$ cat src/rtl/crpa_dly_pkg.sv
// Shared types and index helpers for the CRPA delay-line configuration path.
package crpa_dly_pkg;
  typedef enum logic [1:0] {IDLE, COPY, FLUSH} state_t;

  // Bit width needed to index n items, never less than 1.
  function automatic int clog2w(input int n);
    return (n > 1) ? $clog2(n) : 1;
  endfunction

  // Flat entry index; delays_array uses the same mapping.
  function automatic int ent_idx(input int ch, input int tap, input int nt);
    return ch * nt + tap;
  endfunction
endpackage

$ cat src/rtl/crpa_dly_table.sv
// Shadow delay register file: one write port, one asynchronous read port.
module crpa_dly_table #(
  parameter int N  = 32,
  parameter int W  = 5,
  parameter int AW = 5
) (
  input  logic          i_clk,
  input  logic          i_reset,
  input  logic          i_we,
  input  logic [AW-1:0] i_waddr,
  input  logic [W-1:0]  i_wdata,
  input  logic [AW-1:0] i_raddr,
  output logic [W-1:0]  o_rdata
);
  logic [W-1:0] r_mem [N];

  always_ff @(posedge i_clk) begin
    if (i_reset) begin
      for (int i = 0; i < N; i++) r_mem[i] <= '0;
    end else if (i_we) begin
      r_mem[i_waddr] <= i_wdata;
    end
  end

  assign o_rdata = r_mem[i_raddr];
endmodule

$ cat src/rtl/crpa_dly_ctrl.sv
// Delay configuration sequencer: shadow writes, atomic copy into the active
// table, and ena held low until the delay line has flushed with the new values.
module crpa_dly_ctrl
  import crpa_dly_pkg::*;
#(
  parameter  int Nin   = 8,
  parameter  int NT    = 4,
  parameter  int DLY_W = 5,
  localparam int NE    = Nin * NT,
  localparam int CH_W  = clog2w(Nin),
  localparam int TAP_W = clog2w(NT),
  localparam int IDX_W = clog2w(NE)
) (
  input  logic                  i_clk,
  input  logic                  i_reset,
  input  logic                  i_cfg_valid,
  output logic                  o_cfg_ready,
  input  logic [CH_W-1:0]       i_cfg_ch,
  input  logic [TAP_W-1:0]      i_cfg_tap,
  input  logic [DLY_W-1:0]      i_cfg_dly,
  input  logic                  i_commit,
  output logic [NE*DLY_W-1:0]   o_dly_active,
  output logic                  o_ena,
  output logic                  o_busy,
  output logic                  o_cfg_err,
  output logic                  o_commit_drop
);
  state_t           r_state;
  logic [IDX_W-1:0] r_idx;
  logic [DLY_W-1:0] r_maxd;
  logic [DLY_W:0]   r_fcnt;
  logic             r_ena, r_busy, r_ready, r_cfg_err, r_commit_drop;
  logic [DLY_W-1:0] r_active [NE];

  logic             w_acc, w_bad, w_ch_bad, w_tap_bad;
  logic [IDX_W-1:0] w_waddr;
  logic [DLY_W-1:0] w_rd, w_maxn;

  // Range checks only exist when the index field can encode illegal values.
  generate
    if ((1 << CH_W) == Nin) begin : g_ch_full
      assign w_ch_bad = 1'b0;
    end else begin : g_ch_chk
      assign w_ch_bad = (i_cfg_ch >= CH_W'(Nin));
    end
    if ((1 << TAP_W) == NT) begin : g_tap_full
      assign w_tap_bad = 1'b0;
    end else begin : g_tap_chk
      assign w_tap_bad = (i_cfg_tap >= TAP_W'(NT));
    end
  endgenerate

  assign w_bad   = w_ch_bad | w_tap_bad;
  assign w_acc   = i_cfg_valid & r_ready;
  assign w_waddr = IDX_W'(ent_idx(int'(i_cfg_ch), int'(i_cfg_tap), NT));
  assign w_maxn  = (w_rd > r_maxd) ? w_rd : r_maxd;

  crpa_dly_table #(.N(NE), .W(DLY_W), .AW(IDX_W)) u_shadow (
    .i_clk   (i_clk),
    .i_reset (i_reset),
    .i_we    (w_acc & ~w_bad),
    .i_waddr (w_waddr),
    .i_wdata (i_cfg_dly),
    .i_raddr (r_idx),
    .o_rdata (w_rd)
  );

  always_ff @(posedge i_clk) begin
    if (i_reset) begin
      r_state       <= IDLE;
      r_idx         <= '0;
      r_maxd        <= '0;
      r_fcnt        <= '0;
      r_ena         <= 1'b1;
      r_busy        <= 1'b0;
      r_ready       <= 1'b1;
      r_cfg_err     <= 1'b0;
      r_commit_drop <= 1'b0;
      for (int i = 0; i < NE; i++) r_active[i] <= '0;
    end else begin
      r_cfg_err     <= w_acc & w_bad;
      r_commit_drop <= i_commit & (r_state != IDLE);
      case (r_state)
        IDLE: begin
          // Same-cycle write lands in the shadow on this edge, ahead of the copy.
          if (i_commit) begin
            r_state <= COPY;
            r_idx   <= '0;
            r_maxd  <= '0;
            r_ena   <= 1'b0;
            r_busy  <= 1'b1;
            r_ready <= 1'b0;
          end
        end
        COPY: begin
          r_active[r_idx] <= w_rd;
          r_maxd          <= w_maxn;
          r_idx           <= r_idx + IDX_W'(1);
          if (r_idx == IDX_W'(NE - 1)) begin
            r_state <= FLUSH;
            r_fcnt  <= {1'b0, w_maxn} + (DLY_W+1)'(2);
          end
        end
        FLUSH: begin
          if (r_fcnt == (DLY_W+1)'(1)) begin
            r_state <= IDLE;
            r_ena   <= 1'b1;
            r_busy  <= 1'b0;
            r_ready <= 1'b1;
          end else begin
            r_fcnt <= r_fcnt - (DLY_W+1)'(1);
          end
        end
        default: r_state <= IDLE;
      endcase
    end
  end

  generate
    for (genvar g = 0; g < NE; g++) begin : g_out
      assign o_dly_active[g*DLY_W +: DLY_W] = r_active[g];
    end
  endgenerate

  assign o_cfg_ready   = r_ready;
  assign o_ena         = r_ena;
  assign o_busy        = r_busy;
  assign o_cfg_err     = r_cfg_err;
  assign o_commit_drop = r_commit_drop;
endmodule

$ cat config.mk
export PLATFORM = sky130hd
export DESIGN_NAME = crpa_dly_ctrl
export DESIGN_NICKNAME = d
export VERILOG_FILES = /design/src/rtl/crpa_dly_pkg.sv /design/src/rtl/crpa_dly_table.sv /design/src/rtl/crpa_dly_ctrl.sv
export SDC_FILE = /design/constraint.sdc
export NUM_CORES = 1
export LEC_CHECK = 0
export CAP_MARGIN = 20
export CORE_ASPECT_RATIO = 0.6
export CORE_MARGIN = 1
export CORE_UTILIZATION = 25
export CTS_CLUSTER_SIZE = 28
export DETAILED_ROUTE_END_ITERATION = 16
export SYNTH_ARGS = -nofsm -noshare
export SYNTH_HDL_FRONTEND = slang
export SYNTH_SLANG_ARGS = --single-unit
$ cat constraint.sdc
create_clock -name i_clk -period 9.7 [get_ports i_clk]
set_clock_uncertainty 0.1 [all_clocks]
set_input_delay 0.97 -clock i_clk [delete_from_list [all_inputs] [get_ports i_clk]]
set_output_delay 0.97 -clock i_clk [all_outputs]
set_load 0.005 [all_outputs]
Word-level counts from Yosys, hierarchy flattened --
Memory sizes are Yosys's and may differ from the RTL's. A register that Yosys moved wholly into a read port is not among the register bits. Cells that the tools add are included. W data, S select, Z words.
Word-level totals: register bits 21, latch bits 0, bits in writable memories 320, memory bits (read-only) 0, output and inout bits 165, memories kept 2
Memories:
- r_active | depth 32, width 5, read ports 32, clocked after Yosys merged registers in 0, wr ports 32, RTL line crpa_dly_ctrl.sv:33 | logic [DLY_W-1:0] r_active [NE];
- u_shadow.r_mem | depth 32, width 5, read ports 1, clocked after Yosys merged registers in 1, wr ports 32, RTL line crpa_dly_table.sv:15 | logic [W-1:0] r_mem [N];
Cells by class: add/subtract/negate cells 4, multiply operators 0, div/mod/pow operators 0, order comparisons 1, equal/unequal tests 8, shift-type cells 0, multiplexer cells 33, bitwise gates (word level) 2, reductions and logical operators 11
Operators by type and width (count):
- $mux W5 | 8
- $pmux W5 S2 | 2
- $mux W1 | 14
- $mux W6 | 2
- $pmux W6 S2 | 1
- $reduce_or A5 Y1 | 2
- $reduce_and A3 Y1 | 3
- $ne A2 B2 Y1 const B | 4
- $reduce_bool A2 Y1 | 4
- $add A5 B2 Y6 const B | 1
- $eq A6 B1 Y1 const B | 1
- $mux W2 | 3
- $pmux W2 S3 | 1
- $sub A6 B1 Y6 const B | 1
- $add A5 B1 Y5 const B | 1
- $add A5 B2 Y5 | 1
- $eq A5 B5 Y1 const B | 1
- $gt A5 B5 Y1 | 1
- $pmux W1 S2 | 2
- $and A1 B1 Y1 | 2
- $eq A2 B1 Y1 const B | 1
- $eq A2 B2 Y1 const B | 1
- $logic_not A2 Y1 | 1
- $reduce_and A2 Y1 | 1

Depth between registers and ports, before layout --
Gate-level depths: netlist (run 1).
depth in word-level cells 6, depth in mapped cells 21, mapped depth without buffers 17

Cells and area by module --
From an unflattened synthesis (run 1), not the netlist that was laid out.
Unflattened totals: cells, all modules 1064, area total of the unflattened synthesis 15142.0 sq um
Modules (own cells, without submodules):
- crpa_dly_ctrl | instances 1, cells an instance 581, area an instance 7584.8 sq um, seq. area each 5225.0 sq um
- crpa_dly_table | instances 1, cells an instance 483, area an instance 7557.2 sq um, seq. area each 4804.6 sq um

Least setup slack after synthesis (run 1) --
No wires, ideal clock.
kind flip-flop to flip-flop, start point register (tool-made name), end point register r_fcnt[2], library setup time 128 ps, arrival time 4031 ps, setup slack 5441 ps, stages on the path, launching flop included 20, path buffers 3, clock period less this slack 4259 ps, cell sequence dfxtp_1 > buf_6 > buf_2 > mux4_2 > mux2_2 > o221ai_2 > clkbuf_1 > inv_1 > ha_1 > nand3_1 > a21oi_1 > a211oi_1 > nor2_1 > mux2_4 > inv_1 > ha_1 > a21oi_1 > nor2_1 > a21oi_1 > nor2_1
RTL lines:
- to (signal assigned) | RTL line crpa_dly_ctrl.sv:101 | r_fcnt <= {1'b0, w_maxn} + (DLY_W+1)'(2);
- to (signal assigned) | RTL line crpa_dly_ctrl.sv:111 | r_fcnt <= r_fcnt - (DLY_W+1)'(1);
- to (decl) | RTL line crpa_dly_ctrl.sv:31 | logic [DLY_W:0] r_fcnt;

==> results of run 1 <==
==> placed cells by master (no fill, tap or decap), types with 4 or more instances in the layout <==
master           count
edfxtp_1           320
nor2_1             217
clkdlybuf4s50_1    176
and2_1             155
mux2i_1             48
nand2_1             46
nand2b_1            38
clkbuf_16           35
or2_2               32
a21oi_1             26
a22oi_1             25
dfxtp_1             25
mux4_2              18
inv_1               17
buf_4               14
and3_1              13
ha_1                13
clkbuf_1             8
nor2b_1              7
nor3b_1              7
o21ai_0              7
mux2_2               6
nand3b_1             6
nor3_1               6
clkinv_1             6
a21o_1               5
clkinv_2             5
nand3_1              4
==> per-layer routing <==
metal / part of all wire (%) / routed length (µm)
met1: 49 / 19680
met2: 42 / 17050
met3: 8.5 / 3462
met4: 0.83 / 337
met5: 0 / 0
==> kinds of logic after synthesis <==
family          share of synthesized area (%)
buf+inv                                 2.690
compound gates                          3.448
fa+ha+maj                               1.083
flops                                   67.43
other cells                           0.02496
xor+xnor                               0.1166
mux                                     6.738
simple gates                            18.47
==> state kept, by name (all words and copies together) (netlist names), named ones only <==
name            flops
o_busy              1
o_cfg_ready         1
o_commit_drop       1
r_active          160
r_fcnt              6
r_idx               5
r_maxd              5
r_state             2
u_shadow.r_mem    160
==> Yosys cell counts, types with 2 or more instances <==
cell type | n | area share (%)
nand2b_1 | 38 | 1.6
o21ai_0 | 7 | 0.23
a211oi_1 | 3 | 0.15
nor3b_1 | 7 | 0.35
a22o_1 | 2 | 0.12
xor2_1 | 2 | 0.12
o21ai_1 | 3 | 0.10
inv_1 | 17 | 0.42
nor3_1 | 6 | 0.20
or4_1 | 3 | 0.15
or3b_2 | 2 | 0.12
and2_1 | 155 | 6.5
nand3b_1 | 6 | 0.30
and3_1 | 13 | 0.54
buf_4 | 3 | 0.15
nor3_2 | 3 | 0.20
mux4_2 | 18 | 2.7
mux2_2 | 6 | 0.45
a22oi_1 | 25 | 1.2
nand3_1 | 4 | 0.13
buf_6 | 4 | 0.30
nor2_1 | 217 | 5.4
a21oi_1 | 26 | 0.87
a21o_1 | 5 | 0.25
edfxtp_1 | 320 | 64
mux2i_1 | 48 | 3.2
or3_1 | 3 | 0.12
nand2_1 | 46 | 1.1
nor2b_1 | 7 | 0.29
mux2_4 | 3 | 0.30
buf_2 | 13 | 0.43
ha_1 | 13 | 1.1
or2_2 | 32 | 1.3
dfxtp_1 | 26 | 3.5
clkbuf_1 | 50 | 1.2
==> cell type report <==
type	instances	area, µm²
Clock buffer	43	905.9
Clock inverter	18	165.2
Fill cell	5841	40690
Inverter	17	63.81
Multi-Input combinational cell	715	4508
Sequential cell	346	10130
Tap cell	781	977.2
Timing Repair Buffer	191	1872
==> path summary, 6_finish.rpt <==
| kind | cells after the start | slack [ps] | from | to |
|---|---|---|---|---|
| worst max register to register | 19 | 4150 | flip-flop | r_fcnt[2] |
| worst max-delay path | 19 | 4150 | flip-flop | r_fcnt[2] |
| worst min-delay path | 2 | 370 | r_maxd[4] | r_maxd[4] |
| worst min register to register | 2 | 370 | r_maxd[4] | r_maxd[4] |
==> worst max-delay path: stages (launching register included) <==
cell and delay (ps):
dfxtp_1 620, buf_4 360, nor2b_1 910, a22oi_1 230
a21oi_1 300, or4_1 170, buf_4 460, inv_1 100
ha_1 310, nand2b_1 60, a21oi_1 140, a211oi_1 90
nor2_1 490, mux2_4 390, inv_1 60, ha_1 230
a21oi_1 130, nor2_1 60, a21oi_1 140, nor2_1 50
==> per-stage QoR <==
stage / std cells / hold WS (ps) / setup slack (ps)
2_1_floorplan: 1150 / 325.0 / 5441
3_3_place_gp: 2049 / 338.0 / 4460
3_5_place_dp: 2049 / 351.1 / 4323
4_1_cts: 2110 / 362.2 / 4266
5_1_grt: 2111 / 378.2 / 3765
6_report: 2111 / 366.1 / 4153
==> where the power goes <==
part	internal [mW]	total [mW]	switching, mW	leakage [nW]
registers	1.68	1.71	0.0314	3.49
logic	0.109	0.262	0.153	2.57
clock network	0.723	1.31	0.588	0.520
==> metrics.csv, run 1 <==
metric;value;unit
Synth Cell Area;15020;µm²
hold violation count in the final report;0;
Area growth syn-to-layout;23.99;%
worst skew pair latency;540;ps
vias in the first global route;9272;
power after layout;3.283;mW
f_max;180.3;MHz
Initial Util;25.33;%
IO Count;179;
ys async rst share;0;%
H-Tree Depth;2;
setup_tns;0;ps
HPWL after detailed placement;27.58;mm
GPL Wtd Cong;0.8557;
# rows;69;
CTS buffer count;34;
Yosys cell types;49;
drt pass-1 iters;5;
worst-case vdd ir drop;0.09795;mV
GRT Total Usage;13.04;%
routing usage on met3;3.342;%
Antenna Violating Nets Remaining;0;
Post-CTS Setup Inserts;0;
CTS Hold Bufs;0;
sequential cell area fraction in the yosys report;67.43;%
#FFs+latches synth;346;
die area;61100;µm²
final core utilization;31.40;%
nets@finish;1332;
Total Routed Length;40.53;mm
number of clock sinks;346;
Die Wd;318.5;µm
clk slew on worst S/H paths;60;ps
Final Slew Violations;0;
Min-Delay Path Class;reg -> reg;
global routing usage on met1;19.96;%
critical path type;reg -> reg;
total vias in the final route;9602;
Synth Flop Type;edfxtp_1;
Mapped Nets;1177;
DR WL/cell;19.20;µm
WP data required;10000;ps
crit path capture type;flip-flop;
Via density;4.549;
global route total overflow;0;
Synth Area per Inst;13.06;µm²
maxcap violations;0;
Pwr Density;176.3;nW/µm²
fraction of layout cells with a size suffix above 1;9.850;%
core area;59310;µm²
worst-path fanout max;34;
Critical Path Source Type;flip-flop;
first-pass GRT wire length;59.94;mm
largest net degree at the start of global routing;65;
# setup viols final;0;
Worst-Margin Slew;1099;ps
arrival time worst endpoint;5850;ps
post-route cell area;18630;µm²
Slew headroom;26.59;%
Final min period;5547;ps
initial antenna violation count;0;
drc violations;0;
gr busiest metal;met1;
RSZ-0062 raised after global routing;no;
ANT cells;0;
GR Util met2;18.43;%
CTS tree;built;
Leak;6.582;nW
Post-synth EDFFs;320;
Syn. warnings;0;
Die H;191.9;µm
Longest Clk Path Bufs;3;
PortBufs;177;
Cells after Synth;1150;
DP Area;17550;µm²
drt first-iter violations;1130;
run status;complete, no violations;
# resized after CTS;0;
clk root buf;clkbuf_16;
Tcrit/Tclk final;57.19;%
No activity file was read; power rests on OpenSTA's default activity.
==> inputs of run 2 (changes only) <==
Clock period 9.7 ns to 5.1 ns, I/O delays scaled along.
==> run 2 against run 1 <==
- clock power increased by 95%
- flip-flop and latch count stayed put
- global-route usage up 0.43 points
- first-iteration DRC count down 26%
- combinational power is 100% higher
- largest power group unchanged
- highest routed layer unchanged
==> metrics.csv, run 2 (same netlist as run 1, synthesis figures left out) <==
metric;value;unit;change
Post-CTS Setup Inserts;0;;unchanged
global route total overflow;0;;unchanged
Die H;191.9;µm;unchanged
worst skew pair latency;550;ps;was 540 ps
slowest CP cell;dfxtp_1;;was nor2b_1
P_int;4.825;mW;was 2.511 mW
largest registers;r_active: 160 flops, u_shadow.r_mem: 160 flops, r_fcnt: 6 flops;;unchanged
f_max;227.8;MHz;was 180.3 MHz
crit path cell chain;buf_4 -> mux4_2 -> mux2_2 -> o22a_1 -> o221ai_4 -> inv_1 -> ha_1 -> nand3_1 -> a21oi_1 -> a211oi_1 -> nor2_1 -> buf_4 -> mux2_4 -> inv_1 -> ha_1 -> a21oi_1 -> nor2_1 -> a21oi_1 -> nor2_1;;was buf_4 -> nor2b_1 -> a22oi_1 -> a21oi_1 -> or4_1 -> buf_4 -> inv_1 -> ha_1 -> nand2b_1 -> a21oi_1 -> a211oi_1 -> nor2_1 -> mux2_4 -> inv_1 -> ha_1 -> a21oi_1 -> nor2_1 -> a21oi_1 -> nor2_1
Min-Delay Path Class;reg -> reg;;unchanged
Final Slew Violations;0;;unchanged
r2r setup slk;710;ps;was 4150 ps
Pwr Density;338.1;nW/µm²;was 176.3 nW/µm²
Via density;4.476;;was 4.549
drc violations;0;;unchanged
die area;61100;µm²;unchanged
hold slack;354.3;ps;was 366.1 ps
GPL Wtd Cong;0.9032;;was 0.8557
clk slew on worst S/H paths;60;ps;about the same
H-Tree Depth;2;;unchanged
critical path type;reg -> reg;;unchanged
GRT Total Usage;13.47;%;was 13.04%
Comb power frac;8.4;%;was 8.0%
HPWL after detailed placement;28.76;mm;was 27.58 mm
reg2reg end;r_fcnt[2];;unchanged
nets@finish;1336;;was 1332
Reg power frac;51.2;%;was 52.1%
total vias in the final route;9475;;was 9602
Total Routed Length;42.05;mm;was 40.53 mm
Worst-Margin Slew;898.7;ps;was 1099 ps
CTS buffer count;36;;was 34
Critical Path Source Type;flip-flop;;unchanged
Area growth syn-to-layout;24.49;%;was 23.99%
largest net degree at the start of global routing;46;;was 65
initial antenna violation count;0;;unchanged
Final min period;4390;ps;was 5547 ps
drt first-iter violations;831;;was 1130
Antenna Violating Nets Remaining;0;;unchanged
core area;59310;µm²;unchanged
# setup viols final;0;;unchanged
Slew headroom;39.96;%;was 26.59%
drt pass-1 iters;5;;unchanged
first-pass GRT wire length;60.88;mm;was 59.94 mm
Die Wd;318.5;µm;unchanged
Clock power frac;40.4;%;was 39.9%
Initial Util;25.33;%;unchanged
Tcrit/Tclk final;86.08;%;was 57.19%
crit path capture type;flip-flop;;unchanged
R2R cell count;19;;unchanged
commonest non-fill, non-tap cell in the layout;edfxtp_1;;unchanged
fraction of layout cells with a size suffix above 1;9.963;%;was 9.850%
arrival time worst endpoint;4700;ps;was 5850 ps
fillers;5860;;was 5841
switching pwr;1.497;mW;was 772.8 µW
PortBufs;177;;unchanged
hold violation count in the final report;0;;unchanged
# rows;69;;unchanged
worst-path fanout max;13;;was 34
RSZ-0062 raised after global routing;no;;unchanged
# resized after CTS;0;;unchanged
Leak;6.620;nW;was 6.582 nW
setup_tns;0;ps;unchanged
number of clock sinks;346;;unchanged
worst-case vdd ir drop;0.2515;mV;was 0.09795 mV
vias in the first global route;9258;;was 9272
maxcap violations;0;;unchanged
run status;complete, no violations;;unchanged
Longest Clk Path Bufs;3;;unchanged
power after layout;6.322;mW;was 3.283 mW
CTS Hold Bufs;0;;unchanged
CP Capture Point;r_fcnt[2];;unchanged
sw frac;23.69;%;was 23.54%
clk root buf;clkbuf_16;;unchanged
most frequent cells in the layout;edfxtp_1, nor2_1, clkdlybuf4s50_1;;unchanged
IO Count;179;;unchanged
CTS tree;built;;unchanged
DR WL/cell;19.86;µm;was 19.20 µm
WP data required;5410;ps;was 10000 ps
Worst path max stage delay;560;ps;was 910 ps
-- run 2: worst max-delay path: cells and delay by family, from the launching register on --
| kind | cells | cell delay [ps] |
|---|---|---|
| compound gates | 6 | 940 |
| simple gates | 4 | 320 |
| flops | 1 | 560 |
| mux | 3 | 1140 |
| fa+ha+maj | 2 | 510 |
| buf+inv | 4 | 660 |
-- run 2: cell type report --
class                           count  area (µm²)  share of cell area (%)
Timing Repair Buffer              193        1899                   10.16
Multi-Input combinational cell    715        4508                   24.11
Inverter                           17       63.81                  0.3412
Clock buffer                       45       934.6                   4.998
Sequential cell                   346       10130                   54.19
Clock inverter                     19       181.4                  0.9702
Antenna cell                        1       2.502                 0.01338
Tap cell                          781       977.2                   5.225
-- run 2: metal layers --
layer	vias to the layer above	routed length, µm	global-route usage (%)
li1	4360	-	-
met2	298	17290	18.76
met4	0	525	2.508
met1	4775	20810	20.07
met3	42	3416	4.450
met5	-	0	0
-- run 2: worst min path at each step --
| stage | to | cells after the start | startpoint | slack (ps) |
|---|---|---|---|---|
| 3_3_place_gp | r_maxd[3] | 2 | r_maxd[3] | 340 |
| 3_5_place_dp | r_maxd[3] | 2 | r_maxd[3] | 350 |
| 5_1_grt | r_maxd[3] | 2 | r_maxd[3] | 380 |
| 2_1_floorplan | r_maxd[4] | 2 | r_maxd[4] | 330 |
| 4_1_cts | r_maxd[3] | 2 | r_maxd[3] | 360 |
| 6_report | r_maxd[3] | 2 | r_maxd[3] | 350 |
-- run 2: power groups by stage --
stage	combinational [mW]	clock, mW	sequential (mW)
4_1_cts	0.529	2.62	3.24
3_5_place_dp	0.526	0	3.30
3_3_place_gp	0.521	0	3.30
6_report	0.529	2.55	3.24
2_1_floorplan	0.270	0	3.28
5_1_grt	0.565	2.72	3.25
-- run 2: stage by stage --
step	cells	utilization (%)	setup slack, ps	instance area, µm²
2_1_floorplan	1150	-	841.5	15020
3_3_place_gp	2052	29.64	758.8	17580
3_5_place_dp	2052	29.64	763.3	17580
4_1_cts	2116	31.53	718.9	18700
5_1_grt	2116	31.53	388.7	18700
6_report	2117	31.53	710.0	18700
==> inputs of run 3 (changes only) <==
Settings changed: CTS_CLUSTER_DIAMETER from default to 100.
==> run 3 against run 2 <==
- largest power group unchanged
- die area stayed put
- critical path type unchanged
- wire length decreased by 1.5%
- fmax decreased by 0.15%
==> metrics.csv, run 3 (same netlist as run 1, synthesis figures left out) <==
metric;value;unit;change
Antenna Violating Nets Remaining;0;;unchanged
WP data required;5410;ps;about the same
worst skew pair latency;540;ps;was 550 ps
R2R cell count;19;;unchanged
worst-path fanout max;13;;unchanged
hold violation count in the final report;0;;unchanged
Die H;191.9;µm;unchanged
die area;61100;µm²;unchanged
drt first-iter violations;850;;was 831
GRT Total Usage;13.16;%;was 13.47%
H-Tree Depth;1;;was 2
post-route cell area;18070;µm²;was 18700 µm²
DR WL/cell;19.90;µm;was 19.86 µm
arrival time worst endpoint;4700;ps;about the same
initial antenna violation count;0;;unchanged
Worst Path Buf+Inv;4;;unchanged
first-pass GRT wire length;59.82;mm;was 60.88 mm
HPWL after detailed placement;28.76;mm;unchanged
worst-case vdd ir drop;0.1799;mV;was 0.2515 mV
Top delay family on crit path;multiplexers;;unchanged
Post-CTS Setup Inserts;0;;unchanged
f_max;227.4;MHz;was 227.8 MHz
run status;complete, no violations;;unchanged
crit path capture type;flip-flop;;unchanged
maxcap violations;0;;unchanged
CTS Hold Bufs;0;;unchanged
Initial Util;25.33;%;unchanged
# rows;69;;unchanged
largest registers;r_active: 160 flops, u_shadow.r_mem: 160 flops, r_fcnt: 6 flops;;unchanged
cell count along the critical path;19;;unchanged
setup_tns;0;ps;unchanged
CTS buffer count;16;;was 36
slowest CP cell;dfxtp_1;;unchanged
Pwr Density;295.7;nW/µm²;was 338.1 nW/µm²
Final Slew Violations;0;;unchanged
Worst path max stage delay;590;ps;was 560 ps
DP Area;17580;µm²;unchanged
drc violations;0;;unchanged
Tcrit/Tclk final;86.21;%;was 86.08%
Place WS;763.3;ps;unchanged
Critical Path Source Type;flip-flop;;unchanged
clk root buf;clkbuf_16;;unchanged
# resized after CTS;0;;unchanged
drt pass-1 iters;5;;unchanged
global route total overflow;0;;unchanged
CTS tree;built;;unchanged
# setup viols final;0;;unchanged
crit path cell chain;buf_4 -> mux4_2 -> mux2_2 -> o22a_1 -> o221ai_4 -> inv_1 -> ha_1 -> nand3_1 -> a21oi_1 -> a211oi_1 -> nor2_1 -> buf_4 -> mux2_4 -> inv_1 -> ha_1 -> a21oi_1 -> nor2_1 -> a21oi_1 -> nor2_1;;unchanged
Via density;4.527;;was 4.476
Hold Path Cell Cnt;2;;unchanged
number of clock sinks;346;;unchanged
Total Routed Length;41.40;mm;was 42.05 mm
Final min period;4397;ps;was 4390 ps
IO Count;179;;unchanged
Die Wd;318.5;µm;unchanged
PortBufs;177;;unchanged
largest net degree at the start of global routing;46;;unchanged
most frequent cells in the layout;edfxtp_1, nor2_1, clkdlybuf4s50_1;;unchanged
critical path type;reg -> reg;;unchanged
GPL Wtd Cong;0.9032;;unchanged
Min-Delay Path Class;reg -> reg;;unchanged
placed cells;2052;;unchanged
RSZ-0062 raised after global routing;no;;unchanged
total vias in the final route;9417;;was 9475
commonest non-fill, non-tap cell in the layout;edfxtp_1;;unchanged
Area growth syn-to-layout;20.30;%;was 24.49%
fraction of layout cells with a size suffix above 1;8.083;%;was 9.963%
Longest Clk Path Bufs;3;;unchanged
vias in the first global route;8988;;was 9258
clk slew on worst S/H paths;110;ps;was 60 ps
hold slack;360.3;ps;was 354.3 ps
ANT cells;0;;was 1
non-filler cells, final;2080;;was 2117
min setup slack post-route;703.2;ps;was 710.0 ps
Worst-Margin Slew;899.6;ps;was 898.7 ps
core area;59310;µm²;unchanged
Slew headroom;39.90;%;was 39.96%
nets@finish;1316;;was 1336
Leak;6.313;nW;was 6.620 nW
-- run 3: changes by cell type in the layout (fill, tap and decap cells not counted), moves of 2 or more --
cell	change
bufinv_16	-2
clkbuf_16	-19
clkinv_1	-8
clkinv_2	-3
inv_6	-3
-- run 3: metrics by stage --
stage	util (%)	total power, mW
final	30.47	5.344
after global routing	30.47	5.505
after CTS	30.47	5.376
after detailed placement	29.64	3.826
after global placement	29.64	3.819
after floorplan	-	3.554
-- run 3: routing by layer --
metal / vias to the layer above / GRT usage (%) / wire length (µm)
li1: 4290 / - / -
met1: 4735 / 19.71 / 20310
met2: 356 / 18.58 / 16940
met3: 36 / 4.365 / 3687
met4: 0 / 1.579 / 466
met5: - / 0 / 0
-- run 3: final timing paths --
kind | startpoint | slack, ps | end
min reg2reg | r_maxd[3] | 360 | r_maxd[3]
min | r_maxd[3] | 360 | r_maxd[3]
max reg2reg | flip-flop | 700 | r_fcnt[2]
max | flip-flop | 700 | r_fcnt[2]
-- run 3: layout make-up --
class,instances,area (µm²)
well taps,781,977.2
inverters,17,63.81
multi-input cells,715,4508
flip-flops and latches,346,10130
fillers,5905,41240
repair buffers,193,1899
clock buffers,27,473.0
clock inverters,1,16.27
-- run 3: report_power, final --
part	switching, mW	internal (mW)	leakage [nW]
Clock	0.924	0.655	0.235
Sequential	0.0469	3.19	3.49
Combinational	0.319	0.210	2.58
Total	1.29	4.05	6.31
-- run 3: tightest hold or removal path, cell delays in order, from the launching register on --
cell and delay, ps:
dfxtp_1 330, nand2_1 50, o21ai_1 50
